**config.mk**
```make
export PLATFORM = sky130hd
export DESIGN_NAME = dlsc_dvi_tx_formatter_flat
export DESIGN_NICKNAME = d
export VERILOG_FILES = /design/src/rtl/dlsc_dvi_tx_pkg.sv /design/src/rtl/dlsc_dvi_tx_formatter_if.sv /design/src/rtl/dlsc_dvi_tx_geom_mon.sv /design/src/rtl/dlsc_dvi_tx_formatter.sv /design/src/flat_wrapper.sv
export SDC_FILE = /design/constraint.sdc
export NUM_CORES = 1
export LEC_CHECK = 0
export ABC_AREA = 1
export BUFFER_PORTS_ARGS = -buffer_cell sky130_fd_sc_hd__buf_2
export CORE_ASPECT_RATIO = 2
export CORE_MARGIN = 3
export CORE_UTILIZATION = 40
export DETAILED_ROUTE_END_ITERATION = 10
export SYNTH_ARGS = -nofsm -noshare
export SYNTH_HDL_FRONTEND = slang
export SYNTH_SLANG_ARGS = --single-unit
```
**constraint.sdc**
```tcl
create_clock -name clk -period 1.4 [get_ports clk]
set_input_delay 0.21 -clock clk [delete_from_list [all_inputs] [get_ports clk]]
set_output_delay 0.21 -clock clk [all_outputs]
set_load 0.01 [all_outputs]
```
**src/rtl/dlsc_dvi_tx_pkg.sv**
```systemverilog
// Shared definitions for the DVI/parallel-RGB transmitter path: pad-word layout,
// sync-pin polarity helpers and the colour-bar table.
package dlsc_dvi_tx_pkg;

  // Control-bit positions above the data field of a pad word.
  localparam int unsigned DE_OFS    = 0;
  localparam int unsigned HSYNC_OFS = 1;
  localparam int unsigned VSYNC_OFS = 2;
  localparam int unsigned CTRL_BITS = 3;

  typedef struct packed {
    logic vsync;
    logic hsync;
    logic de;
  } ctrl_t;

  // Entry i is (7 - i); bit (c mod 3) of an entry lights channel c.
  localparam logic [2:0] BAR_COLORS [8] = '{3'd7, 3'd6, 3'd5, 3'd4, 3'd3, 3'd2, 3'd1, 3'd0};

  function automatic int unsigned out_bits(input int unsigned channels,
                                           input int unsigned bits,
                                           input int unsigned ddr);
    return (ddr != 0) ? (channels * bits) / 2 : channels * bits;
  endfunction

  function automatic ctrl_t pin_ctrl(input logic vsync, input logic hsync, input logic de,
                                     input logic vsync_pol, input logic hsync_pol);
    ctrl_t c;
    c.vsync = vsync_pol ? vsync : ~vsync;
    c.hsync = hsync_pol ? hsync : ~hsync;
    c.de    = de;
    return c;
  endfunction

  // Control field of the idle word; the data field is always zero.
  function automatic ctrl_t idle_ctrl(input logic vsync_pol, input logic hsync_pol);
    return pin_ctrl(1'b0, 1'b0, 1'b0, vsync_pol, hsync_pol);
  endfunction

endpackage

```
**src/rtl/dlsc_dvi_tx_formatter_if.sv**
```systemverilog
// Pixel stream from the timing generator into the DVI transmit formatter.
interface dlsc_dvi_tx_formatter_if #(
    parameter int DATA_BITS = 24
) ();
    logic                 px_en;
    logic                 px_vsync;
    logic                 px_hsync;
    logic                 px_valid;
    logic [DATA_BITS-1:0] px_data;

    modport master (output px_en, px_vsync, px_hsync, px_valid, px_data);
    modport slave  (input  px_en, px_vsync, px_hsync, px_valid, px_data);
endinterface

```
**src/rtl/dlsc_dvi_tx_geom_mon.sv**
```systemverilog
// Frame geometry monitor: measures line length and frame height and flags lines
// whose length differs from the previous line. pix_cnt is exported only when
// DLSC_DVI_TX_PATTERN_EN is defined.
module dlsc_dvi_tx_geom_mon #(
    parameter int CNT_BITS = 12
) (
    input  logic                clk,
    input  logic                rst,
    input  logic                valid,
    input  logic                vsync,
    input  logic                clear,
`ifdef DLSC_DVI_TX_PATTERN_EN
    output logic [CNT_BITS-1:0] pix_cnt,
`endif
    output logic [CNT_BITS-1:0] stat_pixels,
    output logic [CNT_BITS-1:0] stat_lines,
    output logic                stat_error
);
    localparam logic [CNT_BITS-1:0] CNT_MAX = '1;

    logic                valid_q;
    logic                vsync_q;
    logic [CNT_BITS-1:0] pix_cnt_q;
    logic [CNT_BITS-1:0] line_cnt;
    logic [CNT_BITS-1:0] line_cnt_inc;
    logic                line_end;
    logic                frame_start;
    logic                len_err;

    assign line_end     = valid_q & ~valid;
    assign frame_start  = vsync & ~vsync_q;
    assign line_cnt_inc = (line_cnt == CNT_MAX) ? line_cnt : line_cnt + CNT_BITS'(1);
    // The first line of a frame (or after reset) has no reference length.
    assign len_err      = line_end && (line_cnt != '0) && (pix_cnt_q != stat_pixels);

`ifdef DLSC_DVI_TX_PATTERN_EN
    assign pix_cnt = pix_cnt_q;
`endif

    // NOTE: every register here uses <= so all updates see the pre-edge values
    // of their neighbours, regardless of statement order.
    always_ff @(posedge clk) begin
        if (rst) begin
            valid_q     <= 1'b0;
            vsync_q     <= 1'b0;
            pix_cnt_q   <= '0;
            line_cnt    <= '0;
            stat_pixels <= '0;
            stat_lines  <= '0;
            stat_error  <= 1'b0;
        end else begin
            valid_q <= valid;
            vsync_q <= vsync;

            if (line_end) begin
                stat_pixels <= pix_cnt_q;
                pix_cnt_q   <= '0;
            end else if (valid && (pix_cnt_q != CNT_MAX)) begin
                pix_cnt_q <= pix_cnt_q + CNT_BITS'(1);
            end

            // A line ending on the vsync edge still belongs to the old frame.
            if (frame_start) begin
                stat_lines <= line_end ? line_cnt_inc : line_cnt;
                line_cnt   <= '0;
            end else if (line_end) begin
                line_cnt <= line_cnt_inc;
            end

            if (len_err) begin
                stat_error <= 1'b1;
            end else if (clear) begin
                stat_error <= 1'b0;
            end
        end
    end
endmodule

```
**src/rtl/dlsc_dvi_tx_formatter.sv**
```systemverilog
// Pixel-to-pad formatter for DVI transmitters: DDR/SDR split, blanking, sync polarity
// and output pipeline. Colour bars are built in when DLSC_DVI_TX_PATTERN_EN is defined.
module dlsc_dvi_tx_formatter
    import dlsc_dvi_tx_pkg::*;
#(
    parameter int CHANNELS  = 3,
    parameter int BITS      = 8,
    parameter int DDR       = 1,
    parameter int PIPE      = 2,
    parameter int HSYNC_POL = 0,
    parameter int VSYNC_POL = 0,
    parameter int CNT_BITS  = 12,
    parameter int BAR_SHIFT = 5
) (
    input  logic                                        clk,
    input  logic                                        rst,
    dlsc_dvi_tx_formatter_if.slave                      px,
    input  logic                                        cfg_clear,
`ifdef DLSC_DVI_TX_PATTERN_EN
    input  logic                                        cfg_pattern,
`endif
    output logic [out_bits(CHANNELS, BITS, DDR)+2:0]    out_a,
    output logic [out_bits(CHANNELS, BITS, DDR)+2:0]    out_b,
    output logic [CNT_BITS-1:0]                         stat_pixels,
    output logic [CNT_BITS-1:0]                         stat_lines,
    output logic                                        stat_error
);
    localparam int PX_BITS  = CHANNELS * BITS;
    localparam int OUT_BITS = out_bits(CHANNELS, BITS, DDR);
    localparam int W        = OUT_BITS + CTRL_BITS;

    typedef logic [W-1:0] word_t;

    localparam word_t IDLE_WORD = {idle_ctrl(VSYNC_POL != 0, HSYNC_POL != 0), {OUT_BITS{1'b0}}};

    logic [PX_BITS-1:0]  src_data;
    logic [PX_BITS-1:0]  vis_data;
    logic [OUT_BITS-1:0] dat_a;
    logic [OUT_BITS-1:0] dat_b;
    ctrl_t               ctrl;
    word_t               word_a;
    word_t               word_b;
    word_t               pipe_a [PIPE];
    word_t               pipe_b [PIPE];

`ifdef DLSC_DVI_TX_PATTERN_EN
    logic [CNT_BITS-1:0] pix_cnt;
    logic [2:0]          bar_idx;

    assign bar_idx = 3'(pix_cnt >> BAR_SHIFT);
`endif

    dlsc_dvi_tx_geom_mon #(
        .CNT_BITS (CNT_BITS)
    ) u_geom_mon (
        .clk         (clk),
        .rst         (rst),
        .valid       (px.px_valid),
        .vsync       (px.px_vsync),
        .clear       (cfg_clear),
`ifdef DLSC_DVI_TX_PATTERN_EN
        .pix_cnt     (pix_cnt),
`endif
        .stat_pixels (stat_pixels),
        .stat_lines  (stat_lines),
        .stat_error  (stat_error)
    );

    // NOTE: src_data gets its default before any conditional override, so no
    // path through this block leaves it unassigned and no latch is inferred.
    always_comb begin
        src_data = px.px_data;
`ifdef DLSC_DVI_TX_PATTERN_EN
        if (cfg_pattern) begin
            for (int c = 0; c < CHANNELS; c++) begin
                src_data[c*BITS +: BITS] = {BITS{BAR_COLORS[bar_idx][c % 3]}};
            end
        end
`endif
        vis_data = px.px_valid ? src_data : '0;
    end

    generate
        if (DDR != 0) begin : g_ddr
            assign dat_a = vis_data[OUT_BITS-1:0];
            assign dat_b = vis_data[2*OUT_BITS-1:OUT_BITS];
        end else begin : g_sdr
            assign dat_a = vis_data;
            assign dat_b = vis_data;
        end
    endgenerate

    assign ctrl   = pin_ctrl(px.px_vsync, px.px_hsync, px.px_valid, VSYNC_POL != 0, HSYNC_POL != 0);
    assign word_a = px.px_en ? {ctrl, dat_a} : IDLE_WORD;
    assign word_b = px.px_en ? {ctrl, dat_b} : IDLE_WORD;

    // NOTE: the pipeline is reset despite being a register array, because the
    // pads must show a legal idle level from the first cycle after reset.
    always_ff @(posedge clk) begin
        if (rst) begin
            for (int i = 0; i < PIPE; i++) begin
                pipe_a[i] <= IDLE_WORD;
                pipe_b[i] <= IDLE_WORD;
            end
        end else begin
            pipe_a[0] <= word_a;
            pipe_b[0] <= word_b;
            for (int i = 1; i < PIPE; i++) begin
                pipe_a[i] <= pipe_a[i-1];
                pipe_b[i] <= pipe_b[i-1];
            end
        end
    end

    assign out_a = pipe_a[PIPE-1];
    assign out_b = pipe_b[PIPE-1];
endmodule

```
**src/flat_wrapper.sv**
```systemverilog
// flat-port wrapper written by rule: the top's interface ports become plain ports
module dlsc_dvi_tx_formatter_flat import dlsc_dvi_tx_pkg::*;
#(
    parameter int CHANNELS  = 3,
    parameter int BITS      = 8,
    parameter int DDR       = 1,
    parameter int PIPE      = 2,
    parameter int HSYNC_POL = 0,
    parameter int VSYNC_POL = 0,
    parameter int CNT_BITS  = 12,
    parameter int BAR_SHIFT = 5
)
  (clk, rst, cfg_clear, out_a, out_b, stat_pixels, stat_lines, stat_error, px_px_en, px_px_vsync, px_px_hsync, px_px_valid, px_px_data);
  dlsc_dvi_tx_formatter_if #(.DATA_BITS((CHANNELS * BITS))) px_i ();
  input  logic clk;
  input  logic rst;
  input  logic cfg_clear;
  output logic [out_bits(CHANNELS, BITS, DDR)+2:0] out_a;
  output logic [out_bits(CHANNELS, BITS, DDR)+2:0] out_b;
  output logic [CNT_BITS-1:0] stat_pixels;
  output logic [CNT_BITS-1:0] stat_lines;
  output logic stat_error;
  input wire logic [$bits(px_i.px_en)-1:0] px_px_en;
  input wire logic [$bits(px_i.px_vsync)-1:0] px_px_vsync;
  input wire logic [$bits(px_i.px_hsync)-1:0] px_px_hsync;
  input wire logic [$bits(px_i.px_valid)-1:0] px_px_valid;
  input wire logic [$bits(px_i.px_data)-1:0] px_px_data;
  assign px_i.px_en = px_px_en;
  assign px_i.px_vsync = px_px_vsync;
  assign px_i.px_hsync = px_px_hsync;
  assign px_i.px_valid = px_px_valid;
  assign px_i.px_data = px_px_data;
  dlsc_dvi_tx_formatter #(.CHANNELS(CHANNELS), .BITS(BITS), .DDR(DDR), .PIPE(PIPE), .HSYNC_POL(HSYNC_POL), .VSYNC_POL(VSYNC_POL), .CNT_BITS(CNT_BITS), .BAR_SHIFT(BAR_SHIFT)) u_core (.clk(clk), .rst(rst), .px(px_i), .cfg_clear(cfg_clear), .out_a(out_a), .out_b(out_b), .stat_pixels(stat_pixels), .stat_lines(stat_lines), .stat_error(stat_error));
endmodule
```
==> results of run 1 <==
## power by group through the flow
stage / logic [uW] / clock network, uW / registers (uW)
after floorplan: 214 / 0 / 3160
after global placement: 352 / 0 / 3150
after detailed placement: 357 / 0 / 3150
after CTS: 361 / 2850 / 3080
after global routing: 420 / 2980 / 3090
final: 366 / 2770 / 3080
## metal layers
layer,GRT usage (%),part of all wire (%),up-vias
li1,-,-,1888
met3,3.479,5.1,20
met5,0,0,-
met1,17.04,38,1653
met4,8.934,3.2,0
met2,29.20,54,94
## flip-flops by register name (all words and copies together) (netlist names)
signal                         cells
u_core.u_geom_mon.vsync_q          1
u_core.u_geom_mon.stat_lines      12
u_core.pipe_b                     25
u_core.u_geom_mon.stat_pixels     12
u_core.u_geom_mon.stat_error       1
u_core.u_geom_mon.line_cnt        12
u_core.pipe_a                     29
u_core.u_geom_mon.pix_cnt_q       12
u_core.u_geom_mon.valid_q          1
## worst max-delay path: stages (launching register included)
cell and delay (ns):
dfxtp_2 0.37, ha_4 0.16, nand3_4 0.10, nor2_4 0.11, nand2_2 0.08, nor2_4 0.18, nand2_4 0.12, nand3_4 0.11
nand2_2 0.05, inv_2 0.05
## cells by family after synthesis
group                    after synthesis
adder cells (fa/ha/maj)                3
AND/OR/NAND/NOR                      269
AO/OA/AOI/OAI                         45
flip-flops                           105
buffers and inverters                144
XOR/XNOR                              11
## placed cells by master (no fill, tap or decap), types with 3 or more instances in the layout
master,synthesis,layout
o21ai_0,16,15
nor3_1,5,4
buf_2,8,85
nor2_2,3,8
nor2_4,2,3
nand2_2,4,12
clkbuf_16,0,9
nand2_1,131,121
dfxtp_1,105,94
a21oi_1,27,26
xnor2_1,4,4
nand4_1,8,8
xor2_1,7,6
nand3_2,0,6
dfxtp_2,0,10
buf_4,31,37
inv_1,91,86
nor2_1,78,72
inv_6,0,3
nand3_1,32,24
nand2_4,1,4
inv_2,3,6
## layout make-up
| class | instances | area [um2] | share of cell area (%) |
|---|---|---|---|
| sequential | 105 | 2118 | 39.24 |
| multi-input combinational | 329 | 1693 | 31.36 |
| timing repair buffer | 123 | 714.4 | 13.23 |
| inverter | 95 | 365.4 | 6.767 |
| clock buffer | 9 | 225.2 | 4.171 |
| tap | 137 | 171.4 | 3.175 |
| clock inverter | 7 | 111.4 | 2.063 |
## through the flow
| step | setup WS (ns) | hold WS (ns) | cell area (um2) | total power (uW) |
|---|---|---|---|---|
| floorplan | 0.01415 | 0.2788 | 4313 | 3369 |
| global placement | -0.003639 | 0.3898 | 4823 | 3499 |
| detailed placement | -0.05929 | 0.3916 | 4823 | 3505 |
| CTS | 0.004801 | 0.04578 | 5189 | 6288 |
| global route | -0.07648 | 0.05730 | 5399 | 6486 |
| finish | 0.009663 | 0.05717 | 5399 | 6218 |
## worst paths after layout
kind | from | cells after the start | slack [ns] | endpoint
max reg2reg | u_core.u_geom_mon.line_cnt[0] | 9 | 0.01 | u_core.u_geom_mon.line_cnt[9]
min | px_px_hsync | 2 | 0.06 | u_core.pipe_a[0][13]
max | u_core.u_geom_mon.line_cnt[0] | 9 | 0.01 | u_core.u_geom_mon.line_cnt[9]
min reg2reg | u_core.pipe_b[0][7] | 2 | 0.40 | u_core.pipe_b[0][22]
## repair_timing
action | 4_1_cts | 5_1_grt
gates cloned | 0 | 1
endpoints found under the setup margin | 14 | 36
buffers inserted | 2 | 3
resized for setup | 6 | 55
pin swaps | 3 | 20
==> key figures, run 1 <==
Synthesis
  – Multiplexer area fraction after synthesis: 0%
  – Synth top area share: 48.74%
  – Post-synthesis adder-cell area fraction: 0.8703%
  – Synth Area in XOR/XNOR: 2.234%
  – Synth top area cells: dfxtp_1 49%, nand2_1 11%, inv_1 7.9%, nor2_1 6.8%, buf_4 5.4%
  – Synth Instances: 577
  – Synthesized cell area: 4313 um2
  – Synth Net Count: 611
  – Synth Register Bits: 105
  – Simple-Gate Fraction of Synth Area: 26.78%
  – Yosys cell types: 30
  – Seq/Total Area, Yosys: 48.74%
  – Count leader, synth: nand2_1
  – Average cell area after synthesis: 7.475 um2
  – Yosys top cell by area: dfxtp_1
  – Compound-Gate Fraction of Synth Area: 5.309%
  – Ys async rst share: 0%
  – Post-synth EDFFs: 0
  – Largest family of logic cells by synthesized area: simple AND/OR/NAND/NOR gates
  – Primary FF master, synth: dfxtp_1
  – Synth top cells by count: 131 x nand2_1, 105 x dfxtp_1, 91 x inv_1
  – Yosys warns: 0

Global routing
  – Initial antenna violation count: 0
  – Largest net degree at the start of global routing: 26
  – Global Route Usage Sum: 16.28%
  – Gr ovfl total: 0
  – First-pass GRT wire length: 15880 um
  – Vias in the first global route: 3625

Die
  – Die height: 152.9 um
  – Row cnt: 53
  – Overall die width: 79.43 um
  – Top Ports: 86
  – Effective utilization at floorplan: 40.90%
  – Core area: 10540 um2
  – Die area: 12140 um2

Setup path
  – Crit. End Element: flip-flop
  – Critical path class: reg -> reg
  – Max Fanout on Critical Path: 6
  – CP arrival: 1.68 ns
  – Worst endpoint required time: 1.69 ns
  – Startpoint types: flip-flop

Layout
  – Layout Utilization: 51.20%
  – Diodes inserted: 0
  – Finished Layout Cells: 805
  – Share of cells above drive strength 1: 30.69%
  – Syn-to-layout area delta: 25.18%
  – Fillers: 1006
  – Final net count: 697

Hold path
  – Worst hold path type: in -> reg

Clocking
  – Worst-Skew Late Latency: 0.35 ns
  – Max Root-Sink Buffers: 2
  – Post-CTS Hold Fix Bufs: 0
  – H-tree Lvls: 3
  – Root buffer cell: clkbuf_16
  – Reg clk slew, reported paths: 0.08 ns
  – Number of clock sinks: 105
  – CTS buffer count: 9
  – TritonCTS clock tree: yes

Place
  – Dpl cells: 783
  – Post-DP HPWL: 6922 um
  – RePlAce Congestion: 0.8619
  – Port-buffer cells: 85

STA
  – Max Fclk: 719.3 MHz
  – Final setup vio count: 0
  – Final period utilization: 99.31%
  – Setup tns final: 0 ns
  – Final slew viol count: 0
  – Fin crit period: 1.390 ns
  – Clock skew: 0.01241 ns
  – Final hold violations: 0
  – Worst slew margin: 68.18%
  – RSZ-0062 raised after global routing: yes
  – Actual slew at the worst max-slew pin: 0.4768 ns

Power
  – NetSw: 1418 uW
  – Max VDD drop: 0.7651 mV
  – Sequential power share: 49.5%
  – Leak: 0.002665 uW
  – Internal power component: 4799 uW
  – Sw frac: 22.81%
  – Power Density: 1152 nW/um2
  – Clk pwr share: 44.6%
  – Combinational Power Share: 5.9%

Detailed routing
  – WL final: 9429 um
  – Drt wl/cell: 11.71 um
  – Via count: 3655
  – 1st-iter DRT viols: 173
  – Routed Antenna Nets: 0
  – Vias per cell: 4.540
  – Drc violations: 0
  – Number of iterations in the first detailed-routing pass: 5

Run status
  – Status: completed

Run
  – Maxcap violations: 0
Note: power is estimated with default switching activity, not from simulation.
==> run 2, diff against run 1 <==
--- a/config.mk
+++ b/config.mk
@@ -7,10 +7,13 @@
 export LEC_CHECK = 0
 export ABC_AREA = 1
 export BUFFER_PORTS_ARGS = -buffer_cell sky130_fd_sc_hd__buf_2
+export CELL_PAD_IN_SITES_DETAIL_PLACEMENT = 1
+export CELL_PAD_IN_SITES_GLOBAL_PLACEMENT = 1
 export CORE_ASPECT_RATIO = 2
 export CORE_MARGIN = 3
-export CORE_UTILIZATION = 40
+export CORE_UTILIZATION = 35
 export DETAILED_ROUTE_END_ITERATION = 10
+export PLACE_DENSITY_LB_ADDON = 0.1
 export SYNTH_ARGS = -nofsm -noshare
 export SYNTH_HDL_FRONTEND = slang
 export SYNTH_SLANG_ARGS = --single-unit
==> run 2 against run 1 <==
  * Routed wire length is 20% higher
  * Combinational power grew 7.7%
  * Sequential cell count unchanged
  * Fmax grew 0.84%
  * Register-to-register slack barely moved
  * Clock skew decreased by 0.0046 ns
  * Total power shrank 4.9%
==> key figures, run 2 (synthesis gave the netlist of run 1 again) <==
Layout
  – Register area: 2132 um2
  – Top Registers: u_core.pipe_a (29), u_core.pipe_b (25)
  – Syn-to-layout area delta: 27.33%
  – Share of cells above drive strength 1: 33.68%
  – Most frequent cells in the layout: 115 x nand2_1, 89 x dfxtp_1, 88 x inv_1
  – Max reg flops: 29
  – Post-route cell area: 5492 um2
  – Fillers: 1512
  – Top reg by flops: u_core.pipe_a
  – Diodes inserted: 0
  – Commonest non-fill, non-tap cell in the layout: nand2_1
  – Finished Layout Cells: 819
  – Final net count: 704
  – Multi-input logic area: 1758 um2

Power
  – Max VDD drop: 0.5876 mV
  – Total power: 5914 uW
  – Leak: 0.002698 uW
  – Power Density: 1077 nW/um2

Global routing
  – Initial antenna violation count: 0
  – Vias in the first global route: 4003
  – Global Route Usage Sum: 16.76%
  – Gr ovfl total: 0
  – Largest net degree at the start of global routing: 28
  – First-pass GRT wire length: 18620 um

STA
  – Final setup vio count: 0
  – Max Fclk: 725.3 MHz
  – Final slew viol count: 0
  – Final period utilization: 98.48%
  – Worst slew margin: 65.53%
  – Final hold violations: 0
  – Fin crit period: 1.379 ns
  – Clock skew: 0.007855 ns
  – Setup ws final: 0.02127 ns
  – Actual slew at the worst max-slew pin: 0.5164 ns
  – Setup tns final: 0 ns
  – RSZ-0062 raised after global routing: yes

Place
  – Dpl cells: 792
  – Pre-CTS WS: -0.1534 ns
  – DP Area: 4841 um2
  – Post-DP HPWL: 8262 um
  – RePlAce Congestion: 0.8469
  – Port-buffer cells: 85

Hold path
  – Worst hold path type: in -> reg

Detailed routing
  – 1st-iter DRT viols: 78
  – Vias per cell: 4.600
  – Number of iterations in the first detailed-routing pass: 4
  – Drt wl/cell: 13.79 um
  – Routed Antenna Nets: 0
  – WL final: 11290 um
  – Drc violations: 0
  – Via count: 3767

Setup path
  – Startpoint types: flip-flop
  – Critical path class: reg -> reg
  – Crit. End Element: flip-flop
  – Max Fanout on Critical Path: 6
  – CP arrival: 1.62 ns
  – Worst endpoint required time: 1.64 ns

Die
  – Die area: 13770 um2
  – Row cnt: 56
  – Top Ports: 86
  – Overall die width: 84.50 um
  – Die height: 163.0 um
  – Effective utilization at floorplan: 36.21%
  – Core area: 11910 um2

Clocking
  – Number of clock sinks: 105
  – Root buffer cell: clkbuf_16
  – TritonCTS clock tree: yes
  – H-tree Lvls: 3
  – Post-CTS Hold Fix Bufs: 0
  – Worst-Skew Late Latency: 0.34 ns
  – Max Root-Sink Buffers: 2
  – Reg clk slew, reported paths: 0.07 ns
  – CTS buffer count: 9

Run
  – Maxcap violations: 0

Run status
  – Status: completed
[run 2: changes by cell type in the layout (fill, tap and decap cells not counted), sizes merged]
cell / previous run / this run
bufinv: 2 / 0
buf: 123 / 130
clkinv: 2 / 3
[run 2: per-layer routing]
metal,global-route usage (%),vias up,wire length [um]
met3,3.392,17,475
met2,32.05,77,6364
met4,6.556,0,256
met1,17.44,1774,4193
li1,-,1899,-
met5,0,-,0
[run 2: final timing paths]
kind	startpoint	endpoint	slack [ns]	cells past startpoint
min	px_px_hsync	u_core.pipe_a[0][13]	0.06	2
min reg2reg	u_core.pipe_a[0][2]	u_core.pipe_a[0][17]	0.41	2
max reg2reg	u_core.u_geom_mon.line_cnt[1]	u_core.u_geom_mon.stat_lines[10]	0.02	10
max	u_core.u_geom_mon.line_cnt[1]	u_core.u_geom_mon.stat_lines[10]	0.02	10
[run 2: stage by stage]
step | utilization, % | hold slack [ns]
2_1_floorplan | - | 0.2788
3_3_place_gp | 40.64 | 0.3899
3_5_place_dp | 40.64 | 0.3974
4_1_cts | 44.26 | 0.04618
5_1_grt | 46.10 | 0.05543
6_report | 46.10 | 0.05678
[run 2: critical path, stage by stage (launching register included)]
cell     delay (ns)
dfxtp_2        0.36
ha_4           0.15
nand3_4        0.10
nor2_4         0.11
nand2_2        0.08
nor2_4         0.17
nand2_1        0.08
nand2_1        0.08
nand2_1        0.05
nand2_1        0.05
nand2_1        0.04
[run 2: repair_timing]
action | 4_1_cts | 5_1_grt
setup endpoints to repair | 32 | 34
cloned | 0 | 1
setup buffers | 8 | 4
resized for setup | 27 | 56
pin swaps | 9 | 22
[run 2: layout make-up]
class	instances	share of cell area, %
clock inverter	6	1.139
inverter	95	6.653
tap	145	3.304
timing repair buffer	130	13.97
clock buffer	9	4.101
sequential	105	38.82
multi-input combinational	329	32.01
[run 2: power breakdown]
group | total, uW | switching (uW) | internal [uW]
Clock | 2440 | 1200 | 1250
Combinational | 394 | 242 | 151
Sequential | 3080 | 33.3 | 3040
==> run 3, diff against run 2 <==
--- a/config.mk
+++ b/config.mk
@@ -13,7 +13,9 @@
 export CORE_MARGIN = 3
 export CORE_UTILIZATION = 35
 export DETAILED_ROUTE_END_ITERATION = 10
+export MAX_ROUTING_LAYER = met4
 export PLACE_DENSITY_LB_ADDON = 0.1
+export SKIP_CTS_REPAIR_TIMING = 1
 export SYNTH_ARGS = -nofsm -noshare
 export SYNTH_HDL_FRONTEND = slang
 export SYNTH_SLANG_ARGS = --single-unit
==> run 3 against run 2 <==
  * The run now ends with negative setup slack left
  * First-iteration DRC count rose by 19%
  * Sequential share of layout area increased by 0.65 points
  * Combinational power down 4%
  * Clock skew increased by 0.00080 ns
  * Worst setup slack got worse by 0.066 ns
  * Largest power group unchanged
  * Highest routed layer unchanged
  * Critical path depth is the same
==> key figures, run 3 (synthesis gave the netlist of run 1 again) <==
Run status
  – Status: finished, violations left
  – Failing checks: negative setup slack

Place
  – DP Area: 4841 um2
  – Post-DP HPWL: 8262 um
  – RePlAce Congestion: 0.8601
  – Port-buffer cells: 85
  – Pre-CTS WS: -0.1534 ns

STA
  – Final slew viol count: 0
  – Clock skew: 0.008657 ns
  – Setup tns final: -0.2353 ns
  – Actual slew at the worst max-slew pin: 0.5088 ns
  – Worst slew margin: 66.04%
  – Max Fclk: 692.4 MHz
  – Final setup vio count: 10
  – Setup ws final: -0.04429 ns
  – Final period utilization: 103.2%
  – Fin crit period: 1.444 ns
  – RSZ-0062 raised after global routing: yes
  – Final hold violations: 0

Detailed routing
  – 1st-iter DRT viols: 93
  – WL final: 11110 um
  – Via count: 3709
  – Vias per cell: 4.562
  – Routed Antenna Nets: 0
  – Drc violations: 0
  – Drt wl/cell: 13.67 um
  – Number of iterations in the first detailed-routing pass: 4

Clocking
  – TritonCTS clock tree: yes
  – H-tree Lvls: 3
  – Max Root-Sink Buffers: 2
  – Worst-Skew Late Latency: 0.34 ns
  – CTS buffer count: 9
  – Reg clk slew, reported paths: 0.07 ns
  – Number of clock sinks: 105
  – Root buffer cell: clkbuf_16

Die
  – Row cnt: 56
  – Effective utilization at floorplan: 36.21%
  – Overall die width: 84.50 um
  – Die area: 13770 um2
  – Core area: 11910 um2
  – Top Ports: 86
  – Die height: 163.0 um

Setup path
  – Startpoint types: flip-flop
  – CP max stage cell: dfxtp_2
  – Worst-path cell chain: ha_4 > nand3_4 > nor2_4 > nand2_2 > nor2_4 > nand2_2 > nand2_2 > nand2_1 > nand2_1 > nand2_1
  – Max Fanout on Critical Path: 6
  – CP arrival: 1.68 ns
  – Crit. End Element: flip-flop
  – R2r setup slk: -0.04 ns
  – Critical path class: reg -> reg
  – Max incr delay on CP: 0.37 ns
  – Worst endpoint required time: 1.64 ns

Power
  – Clk pwr share: 41.4%
  – Max VDD drop: 0.5889 mV
  – NetSw: 1463 uW
  – Internal power component: 4430 uW
  – Leak: 0.002627 uW
  – Power Density: 1090 nW/um2
  – Sw frac: 24.82%
  – Combinational Power Share: 6.4%
  – Sequential power share: 52.1%

Layout
  – Post-route cell area: 5404 um2
  – Share of cells above drive strength 1: 30.84%
  – Most frequent cells in the layout: 120 x nand2_1, 92 x dfxtp_1, 88 x inv_1
  – Syn-to-layout area delta: 25.30%
  – Fillers: 1527
  – Top reg by flops: u_core.pipe_a
  – Commonest non-fill, non-tap cell in the layout: nand2_1
  – Top Registers: u_core.pipe_a (29), u_core.pipe_b (25)
  – Max reg flops: 29
  – Final net count: 698
  – Diodes inserted: 0

Global routing
  – Global Route Usage Sum: 16.90%
  – First-pass GRT wire length: 18240 um
  – Largest net degree at the start of global routing: 28
  – Vias in the first global route: 3909
  – Gr ovfl total: 0
  – Initial antenna violation count: 0

Run
  – Maxcap violations: 0

Hold path
  – Worst hold path type: in -> reg
run 3: cell types whose count changed in the layout (fill, tap and decap cells not counted), moves of 4 or more:
cell,change
buf_4,-6
nand3_2,-6
dfxtp_2,-5
nand2_1,+5
nand3_1,+5
nand2_2,-4
run 3: routing by layer:
| layer | vias to the layer above | GRT usage (%) | share of wire [%] |
|---|---|---|---|
| met5 | - | - | 0 |
| met4 | 0 | 5.980 | 1.9 |
| met3 | 13 | 2.532 | 3.4 |
| met2 | 72 | 31.51 | 56 |
| met1 | 1737 | 17.72 | 39 |
| li1 | 1887 | - | - |
run 3: worst paths after layout:
path / endpoint / from / depth (start not counted)
max: u_core.u_geom_mon.stat_lines[10] / u_core.u_geom_mon.line_cnt[1] / 10
min: u_core.pipe_a[0][13] / px_px_hsync / 2
max reg2reg: u_core.u_geom_mon.stat_lines[10] / u_core.u_geom_mon.line_cnt[1] / 10
min reg2reg: u_core.pipe_b[0][17] / u_core.pipe_b[0][2] / 2
run 3: through the flow:
stage          hold WS (ns)  cells  utilization, %  total power [uW]
3_5_place_dp         0.3974    792           40.64              3526
4_1_cts             0.04618    807           43.06              6000
3_3_place_gp         0.3899    792           40.64              3512
2_1_floorplan        0.2788    577               -              3369
6_report            0.05687    813           45.37              5893
5_1_grt             0.05548    813           45.37              6161
run 3: critical path, delay by kind of cell (launching register included):
family	cells	cell delay, ns
flip-flops	1	0.37
AND/OR/NAND/NOR	9	0.81
adder cells (fa/ha/maj)	1	0.16
run 3: layout make-up:
class	instances	area, um2	area share, %
inverter	95	365.4	6.761
tap	145	181.4	3.357
clock buffer	9	225.2	4.168
clock inverter	6	62.56	1.158
sequential	105	2133	39.48
multi-input combinational	329	1714	31.72
timing repair buffer	124	721.9	13.36
run 3: power by group through the flow:
stage          sequential (uW)  combinational (uW)  clock, uW
3_3_place_gp              3150                 366          0
5_1_grt                   3080                 435       2640
3_5_place_dp              3150                 376          0
2_1_floorplan             3160                 214          0
6_report                  3070                 380       2440
4_1_cts                   3080                 378       2540
